## src/rtl/risc_v_multicycle_controller_pkg.sv

```systemverilog
// Shared encodings for the multi-cycle RISC-V control path.
// The ALU, operand muxes, result mux and immediate extender of the datapath
// use these same encodings, so they are kept here in one place.
// No ports: package only (state enum, opcode constants, select encodings).
package risc_v_multicycle_controller_pkg;

  typedef enum logic [3:0] {
    S_FETCH   = 4'd0,
    S_DECODE  = 4'd1,
    S_EX_R    = 4'd2,
    S_EX_I    = 4'd3,
    S_ALU_WB  = 4'd4,
    S_MEM_ADR = 4'd5,
    S_MEM_RD  = 4'd6,
    S_MEM_WB  = 4'd7,
    S_MEM_WR  = 4'd8,
    S_BRANCH  = 4'd9,
    S_JAL     = 4'd10,
    S_JALR    = 4'd11,
    S_LINK    = 4'd12,
    S_LUI     = 4'd13
  } state_e;

  localparam logic [6:0] OP_R_ALU  = 7'b0110011;
  localparam logic [6:0] OP_I_ALU  = 7'b0010011;
  localparam logic [6:0] OP_LOAD   = 7'b0000011;
  localparam logic [6:0] OP_STORE  = 7'b0100011;
  localparam logic [6:0] OP_BRANCH = 7'b1100011;
  localparam logic [6:0] OP_JAL    = 7'b1101111;
  localparam logic [6:0] OP_JALR   = 7'b1100111;
  localparam logic [6:0] OP_LUI    = 7'b0110111;

  typedef enum logic [2:0] {
    ALU_ADD  = 3'b000,
    ALU_SUB  = 3'b001,
    ALU_AND  = 3'b010,
    ALU_OR   = 3'b011,
    ALU_SLT  = 3'b100,
    ALU_SLTU = 3'b101,
    ALU_XOR  = 3'b110
  } alu_op_e;

  typedef enum logic [2:0] {
    IMM_I = 3'b000,
    IMM_S = 3'b001,
    IMM_B = 3'b010,
    IMM_J = 3'b011,
    IMM_U = 3'b100
  } imm_e;

  typedef enum logic [1:0] {
    A_PC    = 2'b00,
    A_OLDPC = 2'b01,
    A_REG   = 2'b10,
    A_ZERO  = 2'b11
  } in_a_e;

  typedef enum logic [1:0] {
    B_REG   = 2'b00,
    B_IMM   = 2'b01,
    B_FOUR  = 2'b10,
    B_ZERO  = 2'b11
  } in_b_e;

  typedef enum logic [1:0] {
    RES_ALUOUT    = 2'b00,
    RES_MDR       = 2'b01,
    RES_ALURESULT = 2'b10,
    RES_IMMEXT    = 2'b11
  } res_e;

endpackage

```

## src/rtl/risc_v_multicycle_controller_alu_decoder.sv

```systemverilog
// Combinational funct decode: picks the ALU operation for R/I arithmetic.
// Ports:
//   opcode     in  7  instr[6:0]
//   func3      in  3  instr[14:12]
//   func7      in  1  instr[30]
//   alu_opcode out 3  ALU operation encoding
module risc_v_alu_decoder
  import risc_v_multicycle_controller_pkg::*;
(
  input  logic [6:0] opcode,
  input  logic [2:0] func3,
  input  logic       func7,
  output logic [2:0] alu_opcode
);

  // Func3 to ALU operation; the shift encodings 001/101 map to add.
  always_comb begin
    alu_opcode = ALU_ADD;
    case (func3)
      3'b000: begin
        // Only R-type uses instr[30] to select sub; addi ignores it.
        if ((opcode == OP_R_ALU) && func7) begin
          alu_opcode = ALU_SUB;
        end else begin
          alu_opcode = ALU_ADD;
        end
      end
      3'b111:  alu_opcode = ALU_AND;
      3'b110:  alu_opcode = ALU_OR;
      3'b100:  alu_opcode = ALU_XOR;
      3'b010:  alu_opcode = ALU_SLT;
      3'b011:  alu_opcode = ALU_SLTU;
      default: alu_opcode = ALU_ADD;
    endcase
  end

endmodule

```

## src/rtl/risc_v_multicycle_controller.sv

```systemverilog
// Moore-style control FSM for the multi-cycle RISC-V datapath.
// Ports:
//   clk, rst (sync, active-high)
//   Opcode/Func3/Func7      instruction fields from the IR
//   ZeroFlag/NegFlag        ALU flags, used only for branch resolution
//   PCWrite AdrSlc MemWrite IRWrite RegWrite  datapath enables/selects
//   ResultSlc InputA InputB ImmSlc AluOpcode  datapath mux/ALU controls
module risc_v_multicycle_controller
  import risc_v_multicycle_controller_pkg::*;
(
  input  logic       clk,
  input  logic       rst,
  input  logic [6:0] Opcode,
  input  logic [2:0] Func3,
  input  logic       Func7,
  input  logic       ZeroFlag,
  input  logic       NegFlag,
  output logic       PCWrite,
  output logic       AdrSlc,
  output logic       MemWrite,
  output logic       IRWrite,
  output logic       RegWrite,
  output logic [1:0] ResultSlc,
  output logic [1:0] InputA,
  output logic [1:0] InputB,
  output logic [2:0] ImmSlc,
  output logic [2:0] AluOpcode
);

  state_e     state_r;
  state_e     next_state_s;
  state_e     dec_state_s;
  logic [2:0] funct_alu_s;
  logic       pc_write_s;
  logic       mem_write_s;
  logic       ir_write_s;
  logic       reg_write_s;

  risc_v_alu_decoder u_alu_decoder (
    .opcode     (Opcode),
    .func3      (Func3),
    .func7      (Func7),
    .alu_opcode (funct_alu_s)
  );

  // While reset is high the outputs present FETCH, whatever state is held.
  assign dec_state_s = rst ? S_FETCH : state_r;

  // Writes are suppressed in the reset cycle so an aborted instruction leaves no trace.
  assign PCWrite  = pc_write_s  & ~rst;
  assign MemWrite = mem_write_s & ~rst;
  assign IRWrite  = ir_write_s  & ~rst;
  assign RegWrite = reg_write_s & ~rst;

  // State register with synchronous reset back to FETCH.
  always_ff @(posedge clk) begin
    if (rst) begin
      state_r <= S_FETCH;
    end else begin
      state_r <= next_state_s;
    end
  end

  // Next-state and per-state datapath controls.
  always_comb begin
    next_state_s = S_FETCH;
    pc_write_s   = 1'b0;
    AdrSlc       = 1'b0;
    mem_write_s  = 1'b0;
    ir_write_s   = 1'b0;
    reg_write_s  = 1'b0;
    ResultSlc    = RES_ALUOUT;
    InputA       = A_PC;
    InputB       = B_REG;
    ImmSlc       = IMM_I;
    AluOpcode    = ALU_ADD;
    case (dec_state_s)
      S_FETCH: begin
        ir_write_s   = 1'b1;
        InputA       = A_PC;
        InputB       = B_FOUR;
        ResultSlc    = RES_ALURESULT;
        pc_write_s   = 1'b1;
        next_state_s = S_DECODE;
      end
      S_DECODE: begin
        // Precompute the branch/jal target into ALUOut.
        InputA = A_OLDPC;
        InputB = B_IMM;
        ImmSlc = (Opcode == OP_JAL) ? IMM_J : IMM_B;
        case (Opcode)
          OP_R_ALU:  next_state_s = S_EX_R;
          OP_I_ALU:  next_state_s = S_EX_I;
          OP_LOAD:   next_state_s = S_MEM_ADR;
          OP_STORE:  next_state_s = S_MEM_ADR;
          OP_BRANCH: next_state_s = S_BRANCH;
          OP_JAL:    next_state_s = S_JAL;
          OP_JALR:   next_state_s = S_JALR;
          OP_LUI:    next_state_s = S_LUI;
          default:   next_state_s = S_FETCH;
        endcase
      end
      S_EX_R: begin
        InputA       = A_REG;
        InputB       = B_REG;
        AluOpcode    = funct_alu_s;
        next_state_s = S_ALU_WB;
      end
      S_EX_I: begin
        InputA       = A_REG;
        InputB       = B_IMM;
        AluOpcode    = funct_alu_s;
        next_state_s = S_ALU_WB;
      end
      S_ALU_WB: begin
        reg_write_s  = 1'b1;
        next_state_s = S_FETCH;
      end
      S_MEM_ADR: begin
        InputA       = A_REG;
        InputB       = B_IMM;
        ImmSlc       = (Opcode == OP_STORE) ? IMM_S : IMM_I;
        next_state_s = (Opcode == OP_STORE) ? S_MEM_WR : S_MEM_RD;
      end
      S_MEM_RD: begin
        AdrSlc       = 1'b1;
        next_state_s = S_MEM_WB;
      end
      S_MEM_WB: begin
        ResultSlc    = RES_MDR;
        reg_write_s  = 1'b1;
        next_state_s = S_FETCH;
      end
      S_MEM_WR: begin
        AdrSlc       = 1'b1;
        mem_write_s  = 1'b1;
        next_state_s = S_FETCH;
      end
      S_BRANCH: begin
        // Compare by subtraction; blt/bge take the raw sign without overflow fix-up.
        InputA    = A_REG;
        InputB    = B_REG;
        AluOpcode = ALU_SUB;
        case (Func3)
          3'b000:  pc_write_s = ZeroFlag;
          3'b001:  pc_write_s = ~ZeroFlag;
          3'b100:  pc_write_s = NegFlag;
          3'b101:  pc_write_s = ~NegFlag;
          default: pc_write_s = 1'b0;
        endcase
        next_state_s = S_FETCH;
      end
      S_JAL: begin
        pc_write_s   = 1'b1;
        next_state_s = S_LINK;
      end
      S_JALR: begin
        // PC is redirected here, before rd is written, so rd == rs1 is safe.
        InputA       = A_REG;
        InputB       = B_IMM;
        ResultSlc    = RES_ALURESULT;
        pc_write_s   = 1'b1;
        next_state_s = S_LINK;
      end
      S_LINK: begin
        InputA       = A_OLDPC;
        InputB       = B_FOUR;
        ResultSlc    = RES_ALURESULT;
        reg_write_s  = 1'b1;
        next_state_s = S_FETCH;
      end
      S_LUI: begin
        ImmSlc       = IMM_U;
        ResultSlc    = RES_IMMEXT;
        reg_write_s  = 1'b1;
        next_state_s = S_FETCH;
      end
      default: begin
        next_state_s = S_FETCH;
      end
    endcase
  end

endmodule
```

## config.mk

```make
export PLATFORM = sky130hd
export DESIGN_NAME = risc_v_multicycle_controller
export DESIGN_NICKNAME = d
export VERILOG_FILES = /design/src/rtl/risc_v_multicycle_controller_pkg.sv /design/src/rtl/risc_v_multicycle_controller_alu_decoder.sv /design/src/rtl/risc_v_multicycle_controller.sv
export SDC_FILE = /design/constraint.sdc
export NUM_CORES = 1
export LEC_CHECK = 0
export BUFFER_PORTS_ARGS = -buffer_cell sky130_fd_sc_hd__buf_2
export CORE_MARGIN = 3
export CORE_UTILIZATION = 25
export DETAILED_ROUTE_END_ITERATION = 8
export GPL_TIMING_DRIVEN = 0
export SKIP_CTS_REPAIR_TIMING = 1
export SYNTH_ARGS = -nofsm -noshare
export SYNTH_HDL_FRONTEND = slang
export SYNTH_SLANG_ARGS = --single-unit
export TNS_END_PERCENT = 20
```

## constraint.sdc

```tcl
create_clock -name clk -period 1.67 [get_ports clk]
set_input_delay 0.334 -clock clk [delete_from_list [all_inputs] [get_ports clk]]
set_output_delay 0.334 -clock clk [all_outputs]
set_load 0.01 [all_outputs]
```

---- Word level (Yosys, flattened, before mapping) ----
Cells that the tools add are included.
cells by class
  multiplexer cells ....................... 19
  bitwise logic cells ..................... 7
  eq/ne operators ......................... 28
  reductions and logical operators ........ 14
operators by type and width
  kind                number
  $pmux 4 s7          1
  $eq 4x4->1 const B  6
  $pmux 4 s6          1
  $eq 7x6->1 const B  3
  $eq 7x7->1 const B  3
  $pmux 3 s6          1
  $eq 4x3->1 const B  4
  $eq 3x3->1 const B  4
  $reduce_or 2->1     6
  $pmux 3 s3          1
  $eq 4x2->1 const B  2
  $mux 4              2
  $pmux 2 s2          2
  $reduce_or 4->1     2
  $eq 7x2->1 const B  1
  $eq 7x5->1 const B  1
  $mux 1              7
  $eq 3x2->1 const B  2
  $pmux 2 s3          1
  $pmux 3 s2          1
  $reduce_or 3->1     2
  $reduce_or 5->1     1
  $and 1x1->1         4
  $eq 4x1->1 const B  1
  other kinds (7)     9
storage, ports and cells
  word-level logic and storage cells ...... 69
  register bits ........................... 4

---- Depth between registers and ports, before layout ----
Gate-level depths: netlist of run 1.
  depth in word-level cells ............... 5
  gate-level depth with buffers ........... 5
  gate-level depth less buffers ........... 3

---- By module ----
Synthesis of run 1 repeated with hierarchy kept, for this count alone.
second synthesis, totals
  cells, all modules ...................... 103
  area total of the unflattened synthesis .. 700.7 um2
modules (own cells, without submodules)
  module                        cells each  area each (um2)  instances
  risc_v_multicycle_controller  91          630.6            1
  risc_v_alu_decoder            12          70.1             1

---- Least setup slack after synthesis of run 1 ----
Ideal clock, no wire load.
  path kind ............................... register -> output
  from .................................... register state_r[2]
  to ...................................... output InputB[0]
  stages on the path, launching flop included .. 4
  path buffers ............................ 2
  data required time ...................... 1336 ps
  arrival time ............................ 1301 ps
  path slack .............................. 35 ps
  cells stage by stage .................... dfxtp_1 -> buf_2 -> buf_2 -> a2111oi_0
between the ends
  word-level cells in the longest chain between the ends .. 4
  elaborated cells on any way between the ends .. 10
  classes of those cells .................. eq/ne: 5; mux: 2; reduce/logical: 3
RTL lines
  item                                                          RTL line                            source
  start: declaration                                            risc_v_multicycle_controller.sv:30  state_e state_r;
  start signal: assignment                                      risc_v_multicycle_controller.sv:60  state_r <= next_state_s;
  $mux 4 (*)                                                    risc_v_multicycle_controller.sv:47  assign dec_state_s = rst ? S_FETCH : state_r;
  $eq 4x1->1, or another cell as far along                      risc_v_multicycle_controller.sv:77  case (dec_state_s)
  $reduce_or 4->1 (no line) or $reduce_or 2->1 (tied branches)  -
  $pmux 2 s2 (*)                                                risc_v_multicycle_controller.sv:77
  end: declaration                                              risc_v_multicycle_controller.sv:25  output logic [1:0] InputB,
Mark *: on every way between the ends. The rest lies on a longest branch, timed or not.

---- Final worst setup path of run 1 ----
  from .................................... register state_r[2]
  to ...................................... output ImmSlc[0]
between the ends
  word-level cells in the longest chain between the ends .. 3
  elaborated cells on any way between the ends .. 5
  classes of those cells .................. eq/ne: 3; mux: 2
RTL lines
  item                                      RTL line                            source
  $mux 4 (*)                                risc_v_multicycle_controller.sv:47
  $eq 4x4->1, or another cell as far along  risc_v_multicycle_controller.sv:77
  $pmux 3 s3 (*)                            risc_v_multicycle_controller.sv:77
  end: declaration                          risc_v_multicycle_controller.sv:26  output logic [2:0] ImmSlc,
Marks and branches as above.

==> key figures, run 1 <==
Synthesis
  – Top cells by area, synth: dfxtp_1, nor2b_1, and3_1, nand2b_1, a21oi_1
  – Cells after Synth: 95
  – Syn avg cell area: 7.24 µm²
  – Sequential cell area fraction in the yosys report: 0.116
  – Post-synth net total: 110
  – Post-Syn Area: 688 µm²
  – Post-synth EDFFs: 0
  – Synth Warn #: 0
  – Post-synth cell types: 44
  – Yosys top cell area share: 0.116
  – Async set-reset flop share out of synthesis: 0
  – Area leader, netlist: dfxtp_1
  – Most used DFF post-synth: dfxtp_1
  – Seq cells post-synth: 4

Placed design
  – Place WS: -0.0551 ns
  – Post-DP HPWL: 1570 µm
  – Port buffer count: 31
  – Placer Congestion: 0.806
  – Placed instance count: 156

CTS
  – CTS tree: built
  – CTS buffer count: 3
  – CTS H-tree lvls: 1
  – Clock transition at the registers of the reported paths: 0.04 ns
  – Clk Tree Root Cell: clkbuf_4
  – Clock Latency Late Sink: 0.24 ns
  – CTS Buffer Depth: 2
  – TritonCTS sink count: 4

STA
  – Hold Fails Final Rpt: 0
  – Worst Tran Pin Value: 0.325 ns
  – Slew headroom: 0.783
  – Final WS setup: -0.186 ns
  – Tcrit/Tclk final: 1.11
  – Final setup violation count: 7
  – Slew Limit Fails: 0
  – Unrepaired setup endpoints after global routing: yes
  – Fmax: 539 MHz
  – Tmin final: 1.86 ns
  – Worst Skew: 0.00242 ns

Setup path
  – Max incr delay on CP: 0.33 ns
  – Setup crit start: state_r[2]
  – Data arrival, critical path: 1.52 ns
  – CP required: 1.34 ns
  – Crit. End Element: primary output
  – Startpoint Class: flip-flop
  – CP cell instances: buf_6 > nor3b_4 > and3_4 > a31o_1 > buf_2
  – Crit path buffers/inverters: 2
  – Critical path's slowest cell: nor3b_4
  – R2R Path Start: state_r[2]
  – Worst Path Class, Setup: flip-flop to primary output
  – Crit-path max FO: 7
  – Crit path max-delay family: simple AND/OR/NAND/NOR gates

Min path
  – Min-Delay Path Class: primary input to flip-flop
  – Hold Crit Start: Opcode[5]

Route
  – # DRC: 0
  – DR iter-0 viols: 16
  – Routed wire length: 2290 µm
  – Via count: 875
  – Drt wl/cell: 14.0 µm
  – DRT Pass-1 Iters: 4
  – Via density: 5.34
  – Number of antenna-violating nets in the routed design: 0

Final layout
  – Antenna Cells: 0
  – P&R area growth vs syn: 54.0%
  – Most flop-heavy register: state_r
  – Largest regs: state_r: 4 flops
  – FF/Latch Area: 86.3 µm²
  – Layout net count: 151
  – Area of the multi-input gates: 646 µm²
  – Non-filler instance count after layout: 164
  – Fin util: 0.416
  – Max reg flops: 4
  – Share of cells above drive strength 1: 0.493
  – Filler Cell Count: 268

Pwr
  – Power Density: 373 nW/µm²
  – Leak pwr: 0.495 nW
  – Peak VDD IR: 0.000188 V
  – Total power: 395 µW

Flow run
  – MaxCap Viol Count: 0

Die
  – DIE WIDTH: 58.5 µm
  – Die area: 3420 µm²
  – Core Rows: 18
  – Die Y: 58.5 µm
  – Initial Util: 0.270
  – Core Area: 2540 µm²
  – # IOs: 32

Global routing
  – Vias in the first global route: 833
  – Total GRT Usage: 0.137
  – Grt ovf: 0
  – Initial antenna violation count: 0
  – First-pass GRT wire length: 3630 µm
  – Largest net degree at the start of global routing: 11

Run status
  – Failing checks: setup timing
  – Status: complete, but fails checks
## stage by stage
| stage | instance area (µm²) | TNS (ns) | hold slack, ns |
|---|---|---|---|
| finish | 1060 | -0.531 | 0.463 |
| global route | 1060 | -1.27 | 0.502 |
| CTS | 903 | -2.71 | 0.461 |
| detailed placement | 881 | -0.105 | 0.650 |
| global placement | 881 | -0.0567 | 0.677 |
| floorplan | 688 | 0 | 0.522 |
## synth_stat cells (2+ instances only)
cell type,number
xor2_1,3
nand2b_1,5
and3_1,5
buf_2,5
inv_1,3
nand2_1,6
and4bb_1,2
o21ai_1,2
nand3_1,2
nand4_1,2
a22oi_1,2
dfxtp_1,4
a211o_1,2
nor3b_1,2
a21oi_1,6
o2111ai_1,2
mux2i_1,2
nor2b_1,6
nor3_1,5
nor2_1,5
## layout by cell type, fill, tap and decap left out, types with 3 or more instances in the layout
cell type,Yosys,final
buf_2,5,31
buf_4,0,7
a21oi_1,6,6
nand2_1,6,6
nand2b_1,5,5
nor2_1,5,5
and3_1,5,4
buf_6,0,3
nor3_2,0,3
nor2b_1,6,3
inv_1,3,3
xor2_1,3,3
clkbuf_4,0,3
## report_power, final
part           total [mW]  switching [mW]  internal [mW]
combinational       0.168          0.0872         0.0811
sequential          0.101         0.00253         0.0981
clock               0.127          0.0458         0.0808
total               0.395           0.136          0.260
## tightest hold or removal path: stages
cell	delay, ns
buf_2	0.14
o2111ai_1	0.11
nand3_1	0.07
## worst paths after layout
path              cells after the start          to  slack, ns
setup / recovery                      5   ImmSlc[0]      -0.19
hold / removal                        3  state_r[0]       0.46
setup reg to reg                      6  state_r[1]       0.34
hold reg to reg                       3  state_r[0]       0.59
## cell type report
class / count / area share
clock buffer: 3 / 0.0213
inverter: 3 / 0.0106
sequential: 4 / 0.0815
tap: 30 / 0.0354
multi-input combinational: 82 / 0.609
buffer: 6 / 0.0602
timing repair buffer: 36 / 0.182
## kinds of logic (layout without fill, tap and decap cells)
kind of cell,Yosys count,after routing,synth area share
XOR/XNOR,4,4,0.0509
AO/OA/AOI/OAI,23,23,0.236
multiplexers,2,2,0.0291
buffers and inverters,9,48,0.0582
AND/OR/NAND/NOR,53,53,0.509
flip-flops,4,4,0.116
## layer usage
metal,global-route usage,up-vias,part of all wire
met2,0.215,32,0.47
met1,0.170,403,0.46
li1,-,438,-
met5,0,-,0
met3,0.0219,2,0.059
met4,0.0927,0,0.0087
Power figures use the tool's default switching activity.
==> run 2, diff against run 1 <==
--- a/config.mk
+++ b/config.mk
@@ -6,6 +6,7 @@
 export NUM_CORES = 1
 export LEC_CHECK = 0
 export BUFFER_PORTS_ARGS = -buffer_cell sky130_fd_sc_hd__buf_2
+export CORE_ASPECT_RATIO = 1.2
 export CORE_MARGIN = 3
 export CORE_UTILIZATION = 25
 export DETAILED_ROUTE_END_ITERATION = 8
==> run 2 against run 1 <==
The run still ends with setup timing left; clock power about the same; largest power group unchanged; routed wire length shrank 3.4%; critical endpoint unchanged; first-iteration DRC count up 38%.
==> key figures, run 2 (synthesis results as in run 1) <==
STA
  – Hold Slack: 0.452 ns (-0.0108 ns)
  – Slew Limit Fails: 0 (unchanged)
  – Fmax: 534 MHz (-0.83%)
  – Final WS setup: -0.201 ns (-0.0155 ns)
  – Slew headroom: 0.722 (-0.0611)
  – Tcrit/Tclk final: 1.12 (+0.00931)
  – Worst Tran Pin Value: 0.414 ns (+0.0888 ns)
  – Hold Fails Final Rpt: 0 (unchanged)
  – Worst Skew: 0.00397 ns (+0.00156 ns)
  – Final setup violation count: 10 (+3)
  – Tmin final: 1.87 ns (+0.0155 ns)
  – Unrepaired setup endpoints after global routing: yes

Die
  – Core Area: 2580 µm² (+1.3%)
  – Die Y: 63.5 µm (+8.6%)
  – Core Rows: 20 (+2)
  – Initial Util: 0.267 (-0.00341)
  – DIE WIDTH: 53.9 µm (-7.8%)
  – # IOs: 32 (unchanged)
  – Die area: 3420 µm² (about the same)

Final layout
  – Share of cells above drive strength 1: 0.478 (-0.0146)
  – P&R area growth vs syn: 57.5%
  – Largest regs: state_r: 4 flops
  – Most flop-heavy register: state_r
  – Most frequent cells in the layout: buf_2, buf_4, nand2_1
  – Layout net count: 153 (+1.3%)
  – Antenna Cells: 0 (unchanged)
  – Max reg flops: 4 (unchanged)
  – Commonest non-fill, non-tap cell in the layout: buf_2
  – Fin util: 0.420 (+0.00397)
  – Non-filler instance count after layout: 169 (+3.0%)

CTS
  – CTS Buffer Depth: 2 (unchanged)
  – TritonCTS sink count: 4 (unchanged)
  – Clock transition at the registers of the reported paths: 0.04 ns (about the same)
  – Clk Tree Root Cell: clkbuf_4
  – CTS H-tree lvls: 1 (unchanged)
  – CTS buffer count: 3 (unchanged)
  – CTS tree: built
  – Clock Latency Late Sink: 0.24 ns (about the same)

Global routing
  – First-pass GRT wire length: 3440 µm (-5.3%)
  – Vias in the first global route: 784 (-5.9%)
  – Total GRT Usage: 0.129 (-0.00782)
  – Initial antenna violation count: 0 (unchanged)
  – Largest net degree at the start of global routing: 11 (unchanged)
  – Grt ovf: 0 (unchanged)

Route
  – Routed wire length: 2210 µm (-3.4%)
  – Via count: 898 (+2.6%)
  – DR iter-0 viols: 22 (+6)
  – Number of antenna-violating nets in the routed design: 0 (unchanged)
  – Via density: 5.31 (-0.41%)
  – DRT Pass-1 Iters: 4 (unchanged)
  – Drt wl/cell: 13.1 µm (-6.2%)
  – # DRC: 0 (unchanged)

Pwr
  – Peak VDD IR: 0.000160 V (-15%)
  – Total power: 380 µW (-4.0%)
  – Leak pwr: 0.497 nW (+0.52%)
  – Power Density: 350 nW/µm² (-6.1%)

Setup path
  – CP required: 1.34 ns (about the same)
  – Crit-path max FO: 7 (unchanged)
  – Worst Path Class, Setup: flip-flop to primary output
  – Crit. End Element: primary output
  – Startpoint Class: flip-flop
  – Data arrival, critical path: 1.54 ns (+0.02 ns)

Flow run
  – MaxCap Viol Count: 0 (unchanged)

Run status
  – Failing checks: setup timing
  – Status: complete, but fails checks

Placed design
  – Post-DP HPWL: 1610 µm (+2.1%)
  – Port buffer count: 31 (unchanged)
  – Placed instance count: 159 (+1.9%)
  – Placer Congestion: 0.793 (-1.6%)

Min path
  – Min-Delay Path Class: primary input to flip-flop
==> run 2: changes by cell type in the layout (fill, tap and decap cells not counted), sizes merged <==
cell and delta:
buf +2
==> run 2: path summary, 6_finish.rpt <==
| check | startpoint | endpoint | slack, ns | cells past startpoint |
|---|---|---|---|---|
| setup / recovery | state_r[2] | ImmSlc[0] | -0.20 | 5 |
| hold / removal | Opcode[2] | state_r[0] | 0.45 | 3 |
| setup reg to reg | state_r[3] | state_r[3] | 0.40 | 3 |
| hold reg to reg | state_r[3] | state_r[0] | 0.58 | 3 |
==> run 2: stage by stage <==
step	setup slack (ns)	TNS, ns	cell area, µm²
3_5_place_dp	-0.0471	-0.107	885
4_1_cts	-0.287	-2.55	907
3_3_place_gp	-0.0348	-0.0560	885
6_report	-0.201	-0.658	1080
5_1_grt	-0.258	-1.44	1080
2_1_floorplan	0.0353	0	688
==> run 2: power by group <==
group          total [mW]  internal (mW)  switching (mW)
clock               0.126         0.0807          0.0448
sequential         0.0991         0.0967         0.00245
combinational       0.155         0.0723          0.0826
==> run 2: critical path: stages (launching register included) <==
cell,delay [ns]
dfxtp_1,0.30
buf_6,0.13
nor3b_4,0.34
and3_4,0.26
a31o_1,0.15
buf_2,0.13
==> run 2: final cells by class <==
cell class	count	area [µm²]
buffer	6	61.3
clock buffer	3	22.5
fill	272	1490
inverter	3	11.3
multi-input combinational	82	649
sequential	4	88.8
tap	33	41.3
timing repair buffer	38	209
==> run 2: per-layer routing <==
layer,track usage,share of wire
met1,0.178,0.43
met3,0.0165,0.080
met5,0,0
met4,0.0575,0.019
met2,0.194,0.47
==> run 3, diff against run 2 <==
--- a/config.mk
+++ b/config.mk
@@ -6,11 +6,11 @@
 export NUM_CORES = 1
 export LEC_CHECK = 0
 export BUFFER_PORTS_ARGS = -buffer_cell sky130_fd_sc_hd__buf_2
-export CORE_ASPECT_RATIO = 1.2
 export CORE_MARGIN = 3
-export CORE_UTILIZATION = 25
+export CORE_UTILIZATION = 45
 export DETAILED_ROUTE_END_ITERATION = 8
 export GPL_TIMING_DRIVEN = 0
+export PLACE_DENSITY = 0.78
 export SKIP_CTS_REPAIR_TIMING = 1
 export SYNTH_ARGS = -nofsm -noshare
 export SYNTH_HDL_FRONTEND = slang
==> run 3 against run 2 <==
The run still ends with setup timing left; register-to-register slack worse by 0.08 ns; die area fell by 41%; clock power increased by 3%; highest routed layer unchanged; routed wire length shrank 1.8%; sequential share of layout area rose by 0.36 points.
==> key figures, run 3 (synthesis results as in run 1) <==
Final layout
  – Most flop-heavy register: state_r
  – FF/Latch Area: 86.3 µm² (-2.8%)
  – Area of the multi-input gates: 627 µm² (-3.5%)
  – Commonest non-fill, non-tap cell in the layout: buf_2
  – Post-route design area: 1010 µm² (-6.9%)
  – Layout net count: 150 (-2.0%)
  – Share of cells above drive strength 1: 0.451 (-0.0268)
  – Filler Cell Count: 116 (-57%)
  – Max reg flops: 4 (unchanged)
  – Largest regs: state_r: 4 flops
  – Most frequent cells in the layout: buf_2, a21oi_1, nand2_1
  – Antenna Cells: 0 (unchanged)
  – P&R area growth vs syn: 46.5%

CTS
  – TritonCTS sink count: 4 (unchanged)
  – CTS Buffer Depth: 2 (unchanged)
  – Clock Latency Late Sink: 0.25 ns (about the same)
  – Clock transition at the registers of the reported paths: 0.04 ns (about the same)
  – Clk Tree Root Cell: clkbuf_4
  – CTS H-tree lvls: 1 (unchanged)
  – CTS tree: built
  – CTS buffer count: 3 (unchanged)

Placed design
  – Place WS: -0.0263 ns (+0.0209 ns)
  – Port buffer count: 31 (unchanged)
  – Placer Congestion: 0.889 (+12%)
  – DP Area: 862 µm² (-2.5%)
  – Post-DP HPWL: 1500 µm (-6.8%)

Setup path
  – Worst Path Class, Setup: flip-flop to primary output
  – Crit-path max FO: 8 (+1)
  – Crit path buffers/inverters: 1 (-1)
  – Data arrival, critical path: 1.51 ns (-0.03 ns)
  – Startpoint Class: flip-flop
  – Crit. End Element: primary output
  – Crit path max-delay family: simple AND/OR/NAND/NOR gates
  – CP required: 1.34 ns (about the same)
  – Worst reg-to-reg setup slack: 0.32 ns (-0.08 ns)
  – CP cell instances: and4bb_1 > and3_4 > a31o_1 > buf_2
  – Max incr delay on CP: 0.40 ns (+0.06 ns)
  – Critical path's slowest cell: and4bb_1

STA
  – Hold Fails Final Rpt: 0 (unchanged)
  – Setup_tns: -0.514 ns (+0.144 ns)
  – Worst Tran Pin Value: 0.480 ns (+0.0656 ns)
  – Slew Limit Fails: 0 (unchanged)
  – Tcrit/Tclk final: 1.10 (-0.0179)
  – Hold Slack: 0.470 ns (+0.0175 ns)
  – Tmin final: 1.84 ns (-0.0299 ns)
  – Fmax: 543 MHz (+1.6%)
  – Unrepaired setup endpoints after global routing: yes
  – Slew headroom: 0.678 (-0.0441)
  – Final setup violation count: 7 (-3)
  – Worst Skew: 0.00876 ns (+0.00479 ns)
  – Final WS setup: -0.171 ns (+0.0299 ns)

Route
  – DRT Pass-1 Iters: 4 (unchanged)
  – DR iter-0 viols: 22 (unchanged)
  – Via count: 872 (-2.9%)
  – Drt wl/cell: 14.7 µm (+12%)
  – Via density: 5.89 (+11%)
  – # DRC: 0 (unchanged)
  – Routed wire length: 2170 µm (-1.8%)
  – Number of antenna-violating nets in the routed design: 0 (unchanged)

Die
  – DIE WIDTH: 45.1 µm (-16%)
  – Die area: 2030 µm² (-41%)
  – Initial Util: 0.504 (+0.237)
  – Core Rows: 13 (-35%)
  – # IOs: 32 (unchanged)
  – Core Area: 1370 µm² (-47%)
  – Die Y: 45.1 µm (-29%)

Pwr
  – Leak pwr: 0.481 nW (-3.4%)
  – Power Density: 383 nW/µm² (+9.5%)
  – Peak VDD IR: 0.000325 V (+100%)
  – Total power: 387 µW (+1.9%)

Global routing
  – Initial antenna violation count: 0 (unchanged)
  – First-pass GRT wire length: 3080 µm (-10%)
  – Grt ovf: 0 (unchanged)
  – Largest net degree at the start of global routing: 11 (unchanged)
  – Vias in the first global route: 739 (-5.7%)
  – Total GRT Usage: 0.201 (+0.0721)

Run status
  – Status: complete, but fails checks
  – Failing checks: setup timing

Min path
  – Min-Delay Path Class: primary input to flip-flop

Flow run
  – MaxCap Viol Count: 0 (unchanged)
-- run 3: stage by stage --
stage               std cells   util
CTS                       144  0.647
global placement          141  0.631
finish                    148  0.738
floorplan                  95      -
global route              148  0.738
detailed placement        141  0.631
-- run 3: final timing paths --
path         cells past startpoint          to       start
max                              4   ImmSlc[0]  state_r[1]
min                              3  state_r[0]   Opcode[5]
max reg2reg                      3  state_r[3]  state_r[1]
min reg2reg                      3  state_r[0]  state_r[3]
-- run 3: tightest hold or removal path: cells and delay by family --
kind	cells	cell delay, ns
buffers and inverters	1	0.15
and+or+nand+nor	1	0.07
AOI/OAI and AO/OA	1	0.10
-- run 3: report_power, final --
| part | leakage, nW | internal, mW | total [mW] | switching, mW |
|---|---|---|---|---|
| clock | 0.0138 | 0.0810 | 0.130 | 0.0494 |
| combinational | 0.433 | 0.0722 | 0.155 | 0.0833 |
| sequential | 0.0341 | 0.0981 | 0.101 | 0.00269 |
| total | 0.481 | 0.251 | 0.387 | 0.135 |
-- run 3: routing by layer --
metal | GRT usage | share of wire | up-vias
met4 | 0.0585 | 0.0083 | 0
li1 | - | - | 436
met3 | 0.0478 | 0.065 | 4
met1 | 0.254 | 0.41 | 397
met2 | 0.336 | 0.51 | 35
met5 | 0 | 0 | -
-- run 3: area by class of cell --
class,count,area share
Clock buffer,3,0.0223
Buffer,6,0.0571
Inverter,3,0.0112
Tap cell,15,0.0186
Sequential cell,4,0.0856
Multi-Input combinational cell,82,0.622
Timing Repair Buffer,35,0.184
